$ cat src/rtl/cs_window_sched_if.sv
// Sample-in / result-out handshake bundle for the sliding-window smoother.
// The producer/consumer side uses master; the scheduler uses slave.
interface cs_window_sched_if #(
    parameter int DW = 8,
    parameter int YW = 10
);
    logic          in_valid;
    logic          in_ready;
    logic [DW-1:0] X;
    logic          out_valid;
    logic          out_ready;
    logic [YW-1:0] Y;

    modport master (
        output in_valid, X, out_ready,
        input  in_ready, out_valid, Y
    );

    modport slave (
        input  in_valid, X, out_ready,
        output in_ready, out_valid, Y
    );
endinterface

$ cat src/rtl/cs_window_sched.sv
// 9-sample window scheduler: Y = floor((sum + 9*x_appr)/8), where x_appr is the
// largest window sample not exceeding floor(sum/9), found by a 9-cycle buffer scan.
module cs_window_sched #(
    parameter int DW = 8,
    parameter int SW = 12,
    parameter int YW = 10
) (
    input  logic              clk,
    input  logic              reset,
    input  logic              clr,
    cs_window_sched_if.slave  bus
);
    localparam int N = 9;

    typedef enum logic [2:0] {
        ST_FILL = 3'd0,
        ST_IDLE = 3'd1,
        ST_AVG  = 3'd2,
        ST_SCAN = 3'd3,
        ST_CALC = 3'd4,
        ST_OUT  = 3'd5
    } state_t;

    state_t        r_state;
    logic [DW-1:0] r_buf [0:N-1];
    logic [3:0]    r_wptr;
    logic [3:0]    r_fill;
    logic [3:0]    r_idx;
    logic [SW-1:0] r_sum;
    logic [DW-1:0] r_avg;
    logic [DW-1:0] r_best;
    logic [YW-1:0] r_y;
    logic          r_out_valid;
    logic          r_in_ready;

    logic          w_accept;
    logic          w_flush;
    logic [DW-1:0] w_old;
    logic [DW-1:0] w_entry;
    logic [SW:0]   w_acc;

    assign bus.in_ready  = r_in_ready;
    assign bus.out_valid = r_out_valid;
    assign bus.Y         = r_y;

    // Handshake qualification, evicted sample, scan read and result accumulator.
    always_comb begin
        w_flush  = (~reset) | clr;
        w_accept = bus.in_valid & r_in_ready;
        w_entry  = r_buf[r_idx];
        // Slots are not yet part of the window while filling, so they subtract nothing.
        if (r_state == ST_FILL) begin
            w_old = '0;
        end else begin
            w_old = r_buf[r_wptr];
        end
        w_acc = {1'b0, r_sum} + ((SW+1)'(r_best) * (SW+1)'(4'd9));
    end

    // Circular sample storage; contents are don't-care after a flush.
    always_ff @(posedge clk) begin
        if (!w_flush && w_accept) begin
            r_buf[r_wptr] <= bus.X;
        end
    end

    // Scheduler FSM with registered handshake outputs.
    always_ff @(posedge clk) begin
        if (w_flush) begin
            r_state     <= ST_FILL;
            r_wptr      <= 4'd0;
            r_fill      <= 4'd0;
            r_idx       <= 4'd0;
            r_sum       <= '0;
            r_avg       <= '0;
            r_best      <= '0;
            r_y         <= '0;
            r_out_valid <= 1'b0;
            r_in_ready  <= 1'b1;
        end else begin
            case (r_state)
                ST_FILL, ST_IDLE: begin
                    if (w_accept) begin
                        r_sum  <= r_sum + SW'(bus.X) - SW'(w_old);
                        r_wptr <= (r_wptr == 4'd8) ? 4'd0 : (r_wptr + 4'd1);
                        if ((r_state == ST_IDLE) || (r_fill == 4'd8)) begin
                            r_state    <= ST_AVG;
                            r_in_ready <= 1'b0;
                        end else begin
                            r_fill <= r_fill + 4'd1;
                        end
                    end
                end
                ST_AVG: begin
                    r_avg   <= DW'(r_sum / SW'(4'd9));
                    r_best  <= '0;
                    r_idx   <= 4'd0;
                    r_state <= ST_SCAN;
                end
                ST_SCAN: begin
                    if ((w_entry <= r_avg) && (w_entry > r_best)) begin
                        r_best <= w_entry;
                    end
                    if (r_idx == 4'd8) begin
                        r_state <= ST_CALC;
                    end else begin
                        r_idx <= r_idx + 4'd1;
                    end
                end
                ST_CALC: begin
                    r_y     <= YW'(w_acc >> 2'd3);
                    r_state <= ST_OUT;
                end
                ST_OUT: begin
                    // Y settles one cycle ahead of out_valid so it is stable for the whole offer.
                    if (!r_out_valid) begin
                        r_out_valid <= 1'b1;
                    end else if (bus.out_ready) begin
                        r_out_valid <= 1'b0;
                        r_in_ready  <= 1'b1;
                        r_state     <= ST_IDLE;
                    end
                end
                default: begin
                    r_state     <= ST_FILL;
                    r_wptr      <= 4'd0;
                    r_fill      <= 4'd0;
                    r_sum       <= '0;
                    r_out_valid <= 1'b0;
                    r_in_ready  <= 1'b1;
                end
            endcase
        end
    end
endmodule

$ cat src/flat_wrapper.sv
// flat-port wrapper written by rule: the top's interface ports become plain ports
module cs_window_sched_flat 
#(
    parameter int DW = 8,
    parameter int SW = 12,
    parameter int YW = 10
)
  (clk, reset, clr, bus_in_valid, bus_X, bus_out_ready, bus_in_ready, bus_out_valid, bus_Y);
  cs_window_sched_if #(.DW(DW), .YW(YW)) bus_i ();
  input  logic clk;
  input  logic reset;
  input  logic clr;
  input wire logic [$bits(bus_i.in_valid)-1:0] bus_in_valid;
  input wire logic [$bits(bus_i.X)-1:0] bus_X;
  input wire logic [$bits(bus_i.out_ready)-1:0] bus_out_ready;
  output wire logic [$bits(bus_i.in_ready)-1:0] bus_in_ready;
  output wire logic [$bits(bus_i.out_valid)-1:0] bus_out_valid;
  output wire logic [$bits(bus_i.Y)-1:0] bus_Y;
  assign bus_i.in_valid = bus_in_valid;
  assign bus_i.X = bus_X;
  assign bus_i.out_ready = bus_out_ready;
  assign bus_in_ready = bus_i.in_ready;
  assign bus_out_valid = bus_i.out_valid;
  assign bus_Y = bus_i.Y;
  cs_window_sched #(.DW(DW), .SW(SW), .YW(YW)) u_core (.clk(clk), .reset(reset), .clr(clr), .bus(bus_i));
endmodule
$ cat config.mk
export PLATFORM = sky130hd
export DESIGN_NAME = cs_window_sched_flat
export DESIGN_NICKNAME = d
export VERILOG_FILES = /design/src/rtl/cs_window_sched_if.sv /design/src/rtl/cs_window_sched.sv /design/src/flat_wrapper.sv
export SDC_FILE = /design/constraint.sdc
export NUM_CORES = 1
export LEC_CHECK = 0
export ABC_CLOCK_PERIOD_IN_PS = 5900
export CAP_MARGIN = 5
export CORE_MARGIN = 4
export CORE_UTILIZATION = 57
export CTS_CLUSTER_DIAMETER = 60
export DETAILED_ROUTE_END_ITERATION = 8
export PLACE_DENSITY_LB_ADDON = 0.12
export SETUP_SLACK_MARGIN = 0.3
export SLEW_MARGIN = 0
export SYNTH_ARGS = -nofsm -noshare
export SYNTH_HDL_FRONTEND = slang
export SYNTH_SLANG_ARGS = --single-unit
$ cat constraint.sdc
create_clock -name clk -period 5.9 [get_ports clk]
set_input_delay 0.885 -clock clk [delete_from_list [all_inputs] [get_ports clk]]
set_output_delay 0.885 -clock clk [all_outputs]
set_load 0.03 [all_outputs]
Word level (Yosys, flattened, before mapping)
Memory sizes are Yosys's and may differ from the RTL's. A register that Yosys moved wholly into a read port is not among the register bits.
Index checks and enable logic that the tools add are counted.
{"block": "op_classes", "n_div": 1, "bitwise": 5, "n_lt_le_gt_ge": 2, "muxes": 33, "n_addsub": 6, "eq_ne": 16, "multipliers": 1, "reduce_logical": 16}
{"op": "$mux W4", "count": 9}
{"op": "$pmux W12 S2", "count": 1}
{"op": "$pmux W4 S2", "count": 3}
{"op": "$mux W8", "count": 2}
{"op": "$pmux W8 S2", "count": 1}
{"op": "$mux W3", "count": 5}
{"op": "$pmux W3 S5", "count": 1}
{"op": "$add A12 B12 Y13", "count": 1}
{"op": "$add A12 B8 Y12", "count": 1}
{"op": "$add A4 B1 Y4 const B", "count": 3}
{"op": "$div A12 B4 Y12 const B", "count": 1}
{"op": "$eq A4 B4 Y1 const B", "count": 3}
{"op": "$mul A8 B4 Y12 const B", "count": 1}
{"op": "$mux W12", "count": 1}
{"op": "$sub A12 B8 Y12", "count": 1}
{"op": "$ne A2 B1 Y1 const B", "count": 5}
{"op": "$reduce_and A5 Y1", "count": 2}
{"op": "$gt A8 B8 Y1", "count": 1}
{"op": "$le A8 B8 Y1", "count": 1}
{"op": "$mux W1", "count": 8}
{"op": "$eq A3 B2 Y1 const B", "count": 2}
{"op": "$eq A3 B3 Y1 const B", "count": 2}
{"op": "$ne A2 B2 Y1 const B", "count": 3}
{"op": "$reduce_and A2 Y1", "count": 3}
{"op": "other kinds (16)", "count": 19}
{"block": "totals", "output_inout_bits": 12, "inputBits": 13, "ram_bits": 72, "mem_count": 1, "register_bits": 55}
{"memory": "u_core.r_buf", "depth": 9, "word_bits": 8, "rd": 2, "rd_ports_with_merged_regs": 2, "write_ports": 1, "line": "cs_window_sched.sv:25", "source": "logic [DW-1:0] r_buf [0:N-1];"}

Logic depth before layout (Yosys ltp)
Gate-level depths: netlist of run 1.
{"block": "logic_depth", "depth_word": 6, "mapped_depth": 27, "depth_no_buf": 24}

Least setup slack after synthesis of run 1
OpenSTA, ideal clock, no wires.
{"block": "synth_timing", "path_type": "flip-flop to flip-flop", "start": "register u_core.r_sum[9]", "end": "register u_core.r_avg[0]", "t_required_ps": 5774, "slack_ps": -547, "path_stages_with_launch": 26, "synth_period_minus_slack_ps": 6447, "path_buffers": 1, "arrival_ps": 6321, "path_cell_list": "dfxtp_1 -> clkbuf_1 -> inv_1 -> ha_1 -> nor2b_2 -> nor4_2 -> a2111o_1 -> o211ai_1 -> a211oi_4 -> mux2i_4 -> o21ba_4 -> or3_4 -> o21a_1 -> or4_4 -> a21boi_4 -> a21oi_2 -> o211a_4 -> a211oi_4 -> xnor2_1 -> ha_1 -> o41ai_2 -> and4b_1 -> nand2_1 -> nor3_2 -> o21bai_1 -> a31oi_1"}
{"block": "synth_between", "elab_chain_len": 1}
{"item": "from (decl)", "line": "cs_window_sched.sv:29", "source": "logic [SW-1:0] r_sum;"}
{"item": "from (signal assigned)", "line": "cs_window_sched.sv:84", "source": "r_sum <= r_sum + SW'(bus.X) - SW'(w_old);"}
{"item": "$div A12 B4 Y12", "line": "cs_window_sched.sv:95", "source": "r_avg <= DW'(r_sum / SW'(4'd9));"}
{"item": "to (signal assigned)", "line": "cs_window_sched.sv:95"}
{"item": "to (decl)", "line": "cs_window_sched.sv:30", "source": "logic [DW-1:0] r_avg;"}
No other way between the ends.
A chain may end at the register's enable or synchronous reset.

Worst setup path after layout of run 1
{"block": "layout_timing", "start": "register u_core.r_sum[11]", "end": "register u_core.r_avg[0]"}
The elaborated chain is that of the path after synthesis.

==> reports/metrics.yaml, run 1 <==
power_and_ir_drop:
  p_leak_nw: 4.42
  powerDensity_nw_per_um2: 399
  power_w: 0.00458
  ir_drop_uv: 416
cells_and_area:
  multi_input_area_sq_um: 5880
  layout-drive-gt1-share_pct: 23.3
  num_antenna_cells: 0
  post-route-util_pct: 71.2
  fill_cells: 1201
  final_cells: 1286
  regArea_sq_um: 3440
  syn_to_final_growth_pct: 21.0
  nNetsFinal: 1144
global_routing:
  grt_max_degree: 42
  grt-ovfl-total: 0
  grt_pass1_vias: 7657
  grt_antenna_before_repair: 0
  grt_pass1_wl_um: 38300
  grt_usage_pct: 25.8
synthesis:
  async_reset_ff_share_pct: 0
  yosysSeqAreaShare_pct: 36.1
  yosys_warnings: 0
  synth_top_cell_by_area: "edfxtp_1"
  ys.flop_type: "edfxtp_1"
  synth_area_leaders: "edfxtp_1, dfxtp_1, ha_1"
  synth-edff-count: 72
  syn_area_sq_um: 9480
  syn_nets: 1042
  syn_inst: 955
  ys_ff_latch: 135
  ys_types: 98
  synth_top_area_share_pct: 22.8
  syn_area_per_cell_sq_um: 9.93
  yosys.cell_count.top_type: "nor2_1"
  ys_top_cells_by_count: "nor2_1, inv_1, edfxtp_1"
sta:
  slew_headroom_pct: 40.1
  setup_slack_ns: 0.136
  rsz0062_at_grt: "true"
  max_slew.worst_pin.slew_ns: 0.897
  min_period_ns: 5.76
  hold_violations: 0
  post-route-period-util_pct: 97.7
  finalSetupTns_ns: 0
  clock.fmax_mhz: 174
  drv_slew: 0
  fin_skew_ns: 0.00772
  setup_viol: 0
critical_path:
  crit_fanout: 6
  crit_slowest_cell: "or4_4"
  critical_path_arrival_ns: 6.07
  end_kind: "flop"
  criticalPathCategory: "flop to flop"
  cp_num_buf_inv: 2
  worstPathRequired_ns: 6.21
  critPathLaunchType: "flop"
  critPathMaxStageDelay_ns: 0.52
  crit_family: "compound AO/OA/AOI/OAI gates"
die:
  core_region_area_sq_um: 16100
  ios: 25
  initial_utilization_pct: 58.8
  die_w_um: 137
  die_area_sq_um: 18800
  placementRows: 46
  die_h_um: 137
hold_path:
  hold_class: "flop to flop"
place:
  gp_congestion: 0.869
  place_inst: 1241
  portBuffers: 24
  dpl_worst_slack_ns: -0.00910
  dp_hpwl_um: 17100
drt:
  met3WireLength_um: 1240
  maxUsedRoutingLayer: "met4"
  wl_per_cell_um: 18.0
  vias: 7779
  drtPass1Iterations: 5
  final_antenna_net_count: 0
  routed_wl_um: 23200
  route.met2.wl_um: 11100
  drt-initial-drc-count: 564
  via_per_inst: 6.05
  wl_met1_um: 10500
  drc: 0
cts:
  clk_latency_ns: 0.42
  cts_sinks: 135
  cts_max_path_buffers: 2
  cts_hold_buf: 0
  clock-root-buffer: "clkbuf_16"
  cts.clk_slew.worst_paths_ns: 0.07
  htree_levels: 4
  cts_tree: "yes"
  numCtsBuffers: 17
run:
  cap_violations: 0
run_status:
  outcome: "complete, no violations"
-- area by class of cell --
cell class / instances / share of cell area [%]
Clock buffer: 17 / 3.71
Clock inverter: 15 / 1.37
Timing Repair Buffer: 122 / 8.61
Sequential cell: 135 / 30.0
Tap cell: 216 / 2.36
Inverter: 82 / 2.73
Multi-Input combinational cell: 699 / 51.3
-- per-stage QoR --
| stage | hold slack (ns) | cell area (sq um) |
|---|---|---|
| floorplan | 0.462 | 9560 |
| global placement | 0.449 | 10500 |
| detailed placement | 0.448 | 10500 |
| CTS | 0.461 | 11300 |
| global route | 0.473 | 11500 |
| finish | 0.458 | 11500 |
-- cells by family after synthesis --
logic type | after synthesis | share of synthesized area [%]
fa+ha+maj | 74 | 10.8
compound gates | 237 | 18.8
simple gates | 303 | 16.3
mux | 59 | 10.6
flops | 135 | 36.1
xor+xnor | 26 | 2.40
buf+inv | 121 | 4.96
-- worst paths after layout --
check	cells after the start	endpoint	startpoint	slack [ns]
setup / recovery	25	u_core.r_avg[0]$_SDFFE_PP0P_	u_core.r_sum[11]$_SDFFE_PP0P_	0.14
hold / removal	2	u_core.bus.Y[9]$_SDFFE_PP0P_	u_core.bus.Y[9]$_SDFFE_PP0P_	0.46
setup reg to reg	25	u_core.r_avg[0]$_SDFFE_PP0P_	u_core.r_sum[11]$_SDFFE_PP0P_	0.14
hold reg to reg	2	u_core.bus.Y[9]$_SDFFE_PP0P_	u_core.bus.Y[9]$_SDFFE_PP0P_	0.46
-- layout by cell type, fill, tap and decap left out, types with 6 or more instances in the layout --
| master | Yosys | routed |
|---|---|---|
| buf_4 | 3 | 95 |
| nor2_1 | 93 | 91 |
| inv_1 | 81 | 79 |
| edfxtp_1 | 72 | 72 |
| dfxtp_1 | 63 | 59 |
| ha_1 | 61 | 56 |
| a21oi_1 | 57 | 53 |
| nand2_1 | 52 | 50 |
| nor3_1 | 38 | 35 |
| mux4_2 | 32 | 32 |
| o21ai_0 | 30 | 28 |
| clkdlybuf4s50_1 | 0 | 24 |
| nand3_1 | 22 | 22 |
| o21a_1 | 20 | 20 |
| mux2i_1 | 21 | 19 |
| clkbuf_16 | 0 | 17 |
| a21o_1 | 16 | 16 |
| xnor2_1 | 16 | 13 |
| fa_1 | 13 | 13 |
| nand4_1 | 12 | 12 |
| and2_1 | 11 | 11 |
| and3_1 | 13 | 11 |
| o211ai_1 | 10 | 10 |
| xor2_1 | 10 | 10 |
| a31oi_1 | 10 | 9 |
| a22oi_1 | 9 | 9 |
| a211oi_1 | 9 | 8 |
| nor2b_1 | 8 | 8 |
| or3_1 | 7 | 7 |
| o21ai_1 | 5 | 6 |
| nand2b_1 | 8 | 6 |
-- registers in the layout (all words and copies together), names as in the netlist, named ones only --
register and cells:
u_core.r_buf 72, u_core.r_sum 12, u_core.bus.Y 10, u_core.r_avg 8, u_core.r_best 8, u_core.r_fill 4, u_core.r_idx 4, u_core.r_wptr 4
u_core.r_state 3, u_core.bus.in_ready 1, u_core.bus.out_valid 1
-- report_power, final --
group	switching [W]	internal, W
sequential	0.0000172	0.000998
clock	0.000446	0.000597
combinational	0.00134	0.00118
total	0.00180	0.00278
-- repair_timing --
item	4_1_cts	5_1_grt
pin swaps	9	3
buffers inserted	8	5
endpoints found under the setup margin	2	2
gates resized for setup	32	15
-- tightest hold or removal path, stage by stage, from the launching register on --
cell,delay [ns]
dfxtp_1,0.31
inv_1,0.05
a211oi_1,0.05
-- per-layer routing --
layer  global-route usage (%)  vias to the layer above
li1                         -                     3764
met1                     36.1                     3729
met5                        0                        -
met4                     6.49                        0
met2                     42.4                      246
met3                     3.79                       40
No activity file was read; power rests on OpenSTA's default activity.
==> run 2, diff against run 1 <==
--- a/config.mk
+++ b/config.mk
@@ -6,12 +6,12 @@
 export NUM_CORES = 1
 export LEC_CHECK = 0
 export ABC_CLOCK_PERIOD_IN_PS = 5900
-export CAP_MARGIN = 5
 export CORE_MARGIN = 4
 export CORE_UTILIZATION = 57
 export CTS_CLUSTER_DIAMETER = 60
+export CTS_CLUSTER_SIZE = 24
 export DETAILED_ROUTE_END_ITERATION = 8
-export PLACE_DENSITY_LB_ADDON = 0.12
+export PLACE_DENSITY = 0.81
 export SETUP_SLACK_MARGIN = 0.3
 export SLEW_MARGIN = 0
 export SYNTH_ARGS = -nofsm -noshare
==> reports/metrics.yaml, run 2 (same netlist as run 1, synthesis figures left out) <==
run_status:
  outcome: "complete, no violations"
die:
  initial_utilization_pct: 58.8
  die_area_sq_um: 18800
  core_region_area_sq_um: 16100
  placementRows: 46
  die_h_um: 137
  die_w_um: 137
  ios: 25
cells_and_area:
  final_cells: 1292
  regMostFlops: "u_core.r_buf"
  largest_reg_flops: 72
  fill_cells: 1087
  nNetsFinal: 1150
  syn_to_final_growth_pct: 20.8
  fin_area_sq_um: 11500
  num_antenna_cells: 0
  layout-drive-gt1-share_pct: 22.9
  final_cell_mix: "buf_4, nor2_1, inv_1"
  mostFrequentLayoutCell: "buf_4"
power_and_ir_drop:
  p_leak_nw: 4.43
  ir_drop_uv: 345
  power_w: 0.00463
  powerDensity_nw_per_um2: 404
place:
  placed_cell_area_sq_um: 10600
  gp_congestion: 0.909
  place_inst: 1250
  dp_hpwl_um: 17500
  portBuffers: 24
global_routing:
  grt_max_degree: 42
  grt_antenna_before_repair: 0
  grt_usage_pct: 28.1
  grt-ovfl-total: 0
  grt_pass1_wl_um: 41200
  grt_pass1_vias: 8135
drt:
  via_per_inst: 6.36
  drc: 0
  wl_per_cell_um: 19.8
  vias: 8214
  routed_wl_um: 25600
  drt-initial-drc-count: 738
  drtPass1Iterations: 5
  final_antenna_net_count: 0
hold_path:
  hold_start: "u_core.bus.Y[9]$_SDFFE_PP0P_"
  hold_class: "flop to flop"
critical_path:
  criticalPathCategory: "flop to flop"
  critical_path_arrival_ns: 6.17
  critPathLaunch: "u_core.r_sum[9]$_SDFFE_PP0P_"
  critPathLaunchType: "flop"
  crit_fanout: 7
  end_kind: "flop"
  timing.rr.start: "u_core.r_sum[9]$_SDFFE_PP0P_"
  worstPathRequired_ns: 6.20
sta:
  drv_slew: 0
  min_period_ns: 5.86
  fin_skew_ns: 0.00915
  clock.fmax_mhz: 171
  post-route-period-util_pct: 99.4
  slew_headroom_pct: 12.1
  hold_violations: 0
  setup_viol: 0
  max_slew.worst_pin.slew_ns: 1.31
  rsz0062_at_grt: "true"
cts:
  clock-root-buffer: "clkbuf_16"
  clk_latency_ns: 0.43
  cts_tree: "yes"
  cts.clk_slew.worst_paths_ns: 0.06
  htree_levels: 4
  cts_sinks: 135
  cts_max_path_buffers: 2
  numCtsBuffers: 17
run:
  cap_violations: 0
## run 2: cell types whose count changed in the layout (fill, tap and decap cells not counted), sizes merged
cell,previous run,this run
clkinv,6,4
clkbuf,17,25
inv,89,84
buf,98,104
bufinv,1,0
## run 2: where the power goes
part | switching (W) | total [W] | internal (W)
clock | 0.000414 | 0.00105 | 0.000640
sequential | 0.0000190 | 0.00102 | 0.000999
combinational | 0.00135 | 0.00256 | 0.00121
## run 2: timing repair
item | 4_1_cts | 5_1_grt
buffers inserted | 5 | 5
resized for setup | 20 | 20
hold buffers | 0 | 0
pin swaps | 10 | 8
endpoints found under the setup margin | 2 | 2
## run 2: area by class of cell
class                      count  area (sq um)  area share (%)
inverter                      82           315            2.75
tap                          216           270            2.36
clock buffer                  25           539            4.71
timing repair buffer         128          1030            9.01
sequential                   135          3440            30.0
multi-input combinational    699          5810            50.7
clock inverter                 7          55.1           0.481
## run 2: worst paths after layout
path / slack (ns) / endpoint / cells after the start
worst max-delay path: 0.04 / u_core.r_avg[0]$_SDFFE_PP0P_ / 26
worst min-delay path: 0.46 / u_core.bus.Y[9]$_SDFFE_PP0P_ / 2
worst max register to register: 0.04 / u_core.r_avg[0]$_SDFFE_PP0P_ / 26
worst min register to register: 0.46 / u_core.bus.Y[9]$_SDFFE_PP0P_ / 2
## run 2: metrics by stage
step | utilization, % | hold WS (ns) | TNS (ns) | setup slack, ns
detailed placement | 65.8 | 0.448 | -0.159 | -0.121
CTS | 70.4 | 0.460 | 0 | 0.0830
global route | 71.1 | 0.485 | -0.283 | -0.192
floorplan | - | 0.462 | 0 | 0.00174
global placement | 65.8 | 0.444 | 0 | 0.0525
finish | 71.1 | 0.457 | 0 | 0.0382
## run 2: worst max-delay path, stage by stage, from the launching register on
cell      delay, ns
dfxtp_4        0.35
inv_6          0.07
ha_4           0.20
nor3_4         0.05
o31a_4         0.36
buf_4          0.15
o211ai_1       0.25
nand3_2        0.16
a211oi_4       0.35
mux2i_4        0.30
o21ba_4        0.19
or3_4          0.34
o21a_4         0.21
buf_4          0.13
o41a_1         0.40
a31oi_2        0.20
and3_4         0.24
nand3_4        0.10
a211oi_4       0.26
xnor2_2        0.13
ha_2           0.22
o41ai_4        0.33
and4b_1        0.28
nand2_2        0.08
nor3_4         0.15
o21bai_1       0.14
a31oi_1        0.09
## run 2: metal layers
layer	GRT usage, %	vias up	part of all wire, %
met5	0	-	0
met4	10.7	0	2.5
met3	5.33	68	7.6
met2	45.9	400	49
met1	37.1	3976	41
li1	-	3770	-
==> run 3, diff against run 2 <==
--- a/config.mk
+++ b/config.mk
@@ -7,11 +7,11 @@
 export LEC_CHECK = 0
 export ABC_CLOCK_PERIOD_IN_PS = 5900
 export CORE_MARGIN = 4
-export CORE_UTILIZATION = 57
+export CORE_UTILIZATION = 50
 export CTS_CLUSTER_DIAMETER = 60
 export CTS_CLUSTER_SIZE = 24
 export DETAILED_ROUTE_END_ITERATION = 8
-export PLACE_DENSITY = 0.81
+export PLACE_DENSITY = 0.73
 export SETUP_SLACK_MARGIN = 0.3
 export SLEW_MARGIN = 0
 export SYNTH_ARGS = -nofsm -noshare
==> reports/metrics.yaml, run 3 (same netlist as run 1, synthesis figures left out) <==
critical_path:
  critical_path_arrival_ns: 6.11
  criticalPathCategory: "flop to flop"
  crit_top_cell: "buf_4"
  r2r_slack_ns: 0.09
  timing.rr.start: "u_core.r_sum[10]$_SDFFE_PP0P_"
  crit_fanout: 5
  critPathLaunchType: "flop"
  crit_slowest_cell: "dfxtp_4"
  end_kind: "flop"
  critPathMaxStageDelay_ns: 0.38
  rr_worst_depth: 31
  r2r_end: "u_core.r_avg[0]$_SDFFE_PP0P_"
  worstPathRequired_ns: 6.20
cells_and_area:
  layout-drive-gt1-share_pct: 24.0
  largest_reg_flops: 72
  fin_area_sq_um: 11600
  final_cells: 1318
  final_cell_mix: "buf_4, nor2_1, inv_1"
  syn_to_final_growth_pct: 22.2
  num_antenna_cells: 0
  mostFrequentLayoutCell: "buf_4"
  nNetsFinal: 1158
  regMostFlops: "u_core.r_buf"
sta:
  finalSetupTns_ns: 0
  slew_headroom_pct: 16.1
  fin_skew_ns: 0.00882
  setup_viol: 0
  fin_hold_ws_ns: 0.464
  drv_slew: 0
  clock.fmax_mhz: 172
  rsz0062_at_grt: "true"
  hold_violations: 0
  max_slew.worst_pin.slew_ns: 1.25
  post-route-period-util_pct: 98.5
  min_period_ns: 5.81
die:
  die_area_sq_um: 21200
  initial_utilization_pct: 50.7
  ios: 25
  die_w_um: 146
  placementRows: 50
  core_region_area_sq_um: 18700
  die_h_um: 146
run_status:
  outcome: "complete, no violations"
cts:
  cts_sinks: 135
  clock-root-buffer: "clkbuf_16"
  cts.clk_slew.worst_paths_ns: 0.06
  htree_levels: 4
  numCtsBuffers: 17
  cts_hold_buf: 0
  cts_tree: "yes"
  clk_latency_ns: 0.42
  cts_max_path_buffers: 2
drt:
  wl_per_cell_um: 18.5
  via_per_inst: 6.03
  drtPass1Iterations: 5
  drc: 0
  final_antenna_net_count: 0
  drt-initial-drc-count: 530
  vias: 7954
  routed_wl_um: 24400
power_and_ir_drop:
  powerDensity_nw_per_um2: 403
  ir_drop_uv: 304
  p_leak_nw: 4.49
hold_path:
  hold_start: "u_core.bus.Y[9]$_SDFFE_PP0P_"
  holdPathStages: 2
  hold_class: "flop to flop"
  worstHoldEndpoint: "u_core.bus.Y[9]$_SDFFE_PP0P_"
global_routing:
  grt_antenna_before_repair: 0
  grt_pass1_vias: 7981
  grt-ovfl-total: 0
  grt_max_degree: 42
  grt_usage_pct: 22.8
  grt_pass1_wl_um: 39800
place:
  placed_cell_area_sq_um: 10600
  portBuffers: 24
  gp_congestion: 0.874
  place_inst: 1259
  dp_hpwl_um: 17300
run:
  cap_violations: 0
run 3: worst max-delay path, delay by kind of cell, from the launching register on:
family	cells	cell delay [ns]
AO/OA/AOI/OAI	16	3.25
XOR/XNOR	1	0.15
adder cells (fa/ha/maj)	2	0.41
buffers and inverters	9	1.27
flip-flops	1	0.38
AND/OR/NAND/NOR	3	0.22
run 3: per-layer routing:
layer  part of all wire [%]  vias to the layer above  track usage [%]
met2                     49                      247             38.6
met1                     44                     3875             31.0
met4                    1.6                        0             5.37
li1                       -                     3790                -
met3                    4.9                       42             3.61
met5                      0                        -                0
run 3: timing repair:
item	CTS	global route
buffers inserted	16	11
gates resized for setup	23	31
pin swaps	21	20
setup endpoints to repair	2	2
run 3: worst max path at each step:
stage                             startpoint                            to  slack [ns]  cells past startpoint
2_1_floorplan   u_core.r_sum[9]$_SDFFE_PP0P_  u_core.r_avg[0]$_SDFFE_PP0P_       0.002                     26
3_3_place_gp   u_core.r_sum[10]$_SDFFE_PP0P_  u_core.r_avg[0]$_SDFFE_PP0P_         0.1                     25
3_5_place_dp   u_core.r_sum[10]$_SDFFE_PP0P_  u_core.r_avg[0]$_SDFFE_PP0P_       -0.01                     27
4_1_cts         u_core.r_sum[9]$_SDFFE_PP0P_  u_core.r_avg[0]$_SDFFE_PP0P_        0.07                     25
5_1_grt        u_core.r_sum[11]$_SDFFE_PP0P_  u_core.r_avg[0]$_SDFFE_PP0P_       -0.22                     28
6_report       u_core.r_sum[10]$_SDFFE_PP0P_  u_core.r_avg[0]$_SDFFE_PP0P_        0.09                     31
run 3: area by class of cell:
class                   count  area, sq um
fillers                  1469         7110
clock inverters             7         70.1
flip-flops and latches    135         3440
inverters                  82          313
well taps                 234          293
multi-input cells         699         5860
clock buffers              25          507
repair buffers            136         1110
run 3: report_power, final:
| part | internal, W | switching (W) | total (W) |
|---|---|---|---|
| clock network | 0.000638 | 0.000388 | 0.00103 |
| registers | 0.000999 | 0.0000185 | 0.00102 |
| logic | 0.00126 | 0.00138 | 0.00263 |
run 3: metrics by stage:
| stage | power (W) | setup WS (ns) | utilization (%) |
|---|---|---|---|
| 6_report | 0.00468 | 0.0864 | 62.0 |
| 5_1_grt | 0.00497 | -0.224 | 62.0 |
| 4_1_cts | 0.00453 | 0.0749 | 60.8 |
| 3_5_place_dp | 0.00331 | -0.0104 | 56.5 |
| 3_3_place_gp | 0.00328 | 0.0980 | 56.5 |
| 2_1_floorplan | 0.00256 | 0.00174 | - |
==> variant (config.mk and constraints of run 2) <==
The 6 states of `state_t` get a Gray code encoding in 3 bits.
--- a/src/rtl/cs_window_sched.sv
+++ b/src/rtl/cs_window_sched.sv
@@ -13,12 +13,12 @@
     localparam int N = 9;
 
     typedef enum logic [2:0] {
-        ST_FILL = 3'd0,
-        ST_IDLE = 3'd1,
-        ST_AVG  = 3'd2,
-        ST_SCAN = 3'd3,
-        ST_CALC = 3'd4,
-        ST_OUT  = 3'd5
+        ST_FILL = 3'b000,
+        ST_IDLE = 3'b001,
+        ST_AVG  = 3'b011,
+        ST_SCAN = 3'b010,
+        ST_CALC = 3'b110,
+        ST_OUT  = 3'b111
     } state_t;
 
     state_t        r_state;
Check against the original RTL: same outputs for any inputs over 10 cycles, from zero or initial values; not proved beyond that.
==> variant against run 2 <==
  * The flow now finishes with violations (negative setup slack)
  * Setup slack worse by 0.10 ns
  * Hold slack better by 0.030 ns
  * Total power up 8.3%
  * Synthesized cell count up 3.1%
  * Sequential cell count unchanged
  * Combinational power up 13%
  * Design area up 7.1%
  * Critical path depth unchanged
  * Area after synthesis up 3.2%
  * Wire length up 9.3%
  * Sequential power about the same
  * Core utilization up 2.4 points
  * Non-clock buffer count up 26
  * Critical path type unchanged
  * Highest routed layer unchanged
==> variant: results (changes against run 2) <==
| Metric | Value |
|---|---|
| Routed wire per std cell | 20.8 um (+5.0%) |
| Vias in the first global route | 8532 (+4.9%) |
| Peak VDD IR | 0.372 mV (+7.8%) |
| Largest net degree at the start of global routing | 34 (-19%) |
| RR Startpoint | u_core.r_sum[10] |
| First-pass GRT wire length | 44300 um (+7.6%) |
| Final setup violation count | 1 (+1) |
| Area post-placement | 10900 um^2 (+2.6%) |
| Top cells by count, synth | 114 x nor2_1, 82 x inv_1, 72 x edfxtp_1, 63 x dfxtp_1, 61 x ha_1 |
| Share of cells above drive strength 1 | 28.3% (+5.4 points) |
| GPL Wtd Cong | 0.986 (+8.4%) |
| Top cells by area, synth | edfxtp_1 22%, dfxtp_1 13%, ha_1 7.8% |
| PwrDens | 409 nW/um^2 (+1.1%) |
| Status | finished, violations left |
| Post-Syn Nets | 1072 (+2.9%) |
| Pleak | 0.00466 uW (+5.2%) |
| Dpl hpwl | 18300 um (+5.0%) |
| Via density | 6.36 (about the same) |
| Library cells used by synthesis | 105 (+7.1%) |
| Synth top area share | 22.1% (-0.70 points) |
| Failing checks | negative setup slack |
| DR WL met3 | 1960 um (+1.7%) |
| Worst-path fanout max | 5 (-2) |
| Worst Setup Slack, final | -0.0625 ns (-0.101 ns) |
| Slew @ Worst Pin | 1.34 ns (+0.0228 ns) |
| Overall routing resource usage | 28.3% (+0.24 points) |
| Fraction of the yosys area taken by sequential cells | 35.0% (-1.1 points) |
| Hold Path End | u_core.bus.Y[2] |
| Worst hold start | u_core.bus.Y[2] |
| # nets final | 1198 (+4.2%) |
==> variant: worst max-delay path by stage <==
stage                                  to             start
after CTS                 u_core.r_avg[0]  u_core.r_sum[10]
after detailed placement  u_core.r_avg[0]  u_core.r_sum[10]
after global routing      u_core.r_avg[0]  u_core.r_sum[10]
after global placement    u_core.r_avg[0]  u_core.r_sum[10]
after floorplan           u_core.r_avg[0]   u_core.r_sum[9]
final                     u_core.r_avg[0]  u_core.r_sum[10]
==> variant: layout make-up <==
| cell class | count | area share [%] |
|---|---|---|
| clock buffer | 20 | 3.92 |
| multi-input combinational | 720 | 52.1 |
| tap | 220 | 2.24 |
| clock inverter | 12 | 1.02 |
| inverter | 83 | 2.60 |
| timing repair buffer | 154 | 10.2 |
| sequential | 135 | 28.0 |
==> variant: cell families after synthesis <==
| kind of cell | after synthesis | synth area share [%] |
|---|---|---|
| simple gates | 300 | 15.5 |
| compound gates | 239 | 18.7 |
| flops | 135 | 35.0 |
| xor+xnor | 39 | 3.72 |
| buf+inv | 130 | 5.49 |
| mux | 67 | 11.0 |
| fa+ha+maj | 75 | 10.6 |
==> variant: report_power, final <==
part           internal, uW  switching [uW]
Combinational          1370            1530
Sequential              998            22.7
Clock                   646             450
Total                  3020            2000
==> variant: worst max-delay path, stage by stage (launching register included) <==
cell	delay (ns)
dfxtp_4	0.38
inv_4	0.06
ha_4	0.14
and2b_2	0.24
o31a_1	0.31
a211oi_4	0.40
buf_6	0.18
a211oi_4	0.07
o211ai_1	0.28
and3_4	0.28
buf_6	0.15
mux2i_4	0.28
a2111oi_0	0.11
mux2_4	0.33
o211a_4	0.27
nor4_4	0.35
o21ai_2	0.14
nor3_4	0.19
buf_4	0.14
buf_4	0.09
buf_4	0.12
mux2i_1	0.09
or3_4	0.36
a2111oi_4	0.31
o21ai_1	0.11
a2111oi_2	0.35
a21oi_1	0.10
==> variant: timing repair <==
item,4_1_cts,5_1_grt
setup buffers,35,10
gates resized for setup,54,24
pin swaps,37,24
endpoints found under the setup margin,2,2
==> variant: routing by layer <==
layer	up-vias	GRT usage, %
met5	-	0
met4	0	11.1
met3	100	4.34
met2	443	49.9
met1	4096	34.9
li1	3911	-
==> variant: per-stage QoR <==
step / setup TNS (ns) / hold WS, ns / total power, uW / setup slack (ns) / std cells
floorplan: -0.143 / 0.466 / 2690 / -0.143 / 985
global placement: 0 / 0.470 / 3390 / 0.0547 / 1267
detailed placement: -0.340 / 0.476 / 3430 / -0.308 / 1267
CTS: 0 / 0.489 / 4810 / 0.0357 / 1334
global route: -0.514 / 0.530 / 5260 / -0.368 / 1344
finish: -0.0625 / 0.487 / 5010 / -0.0625 / 1344
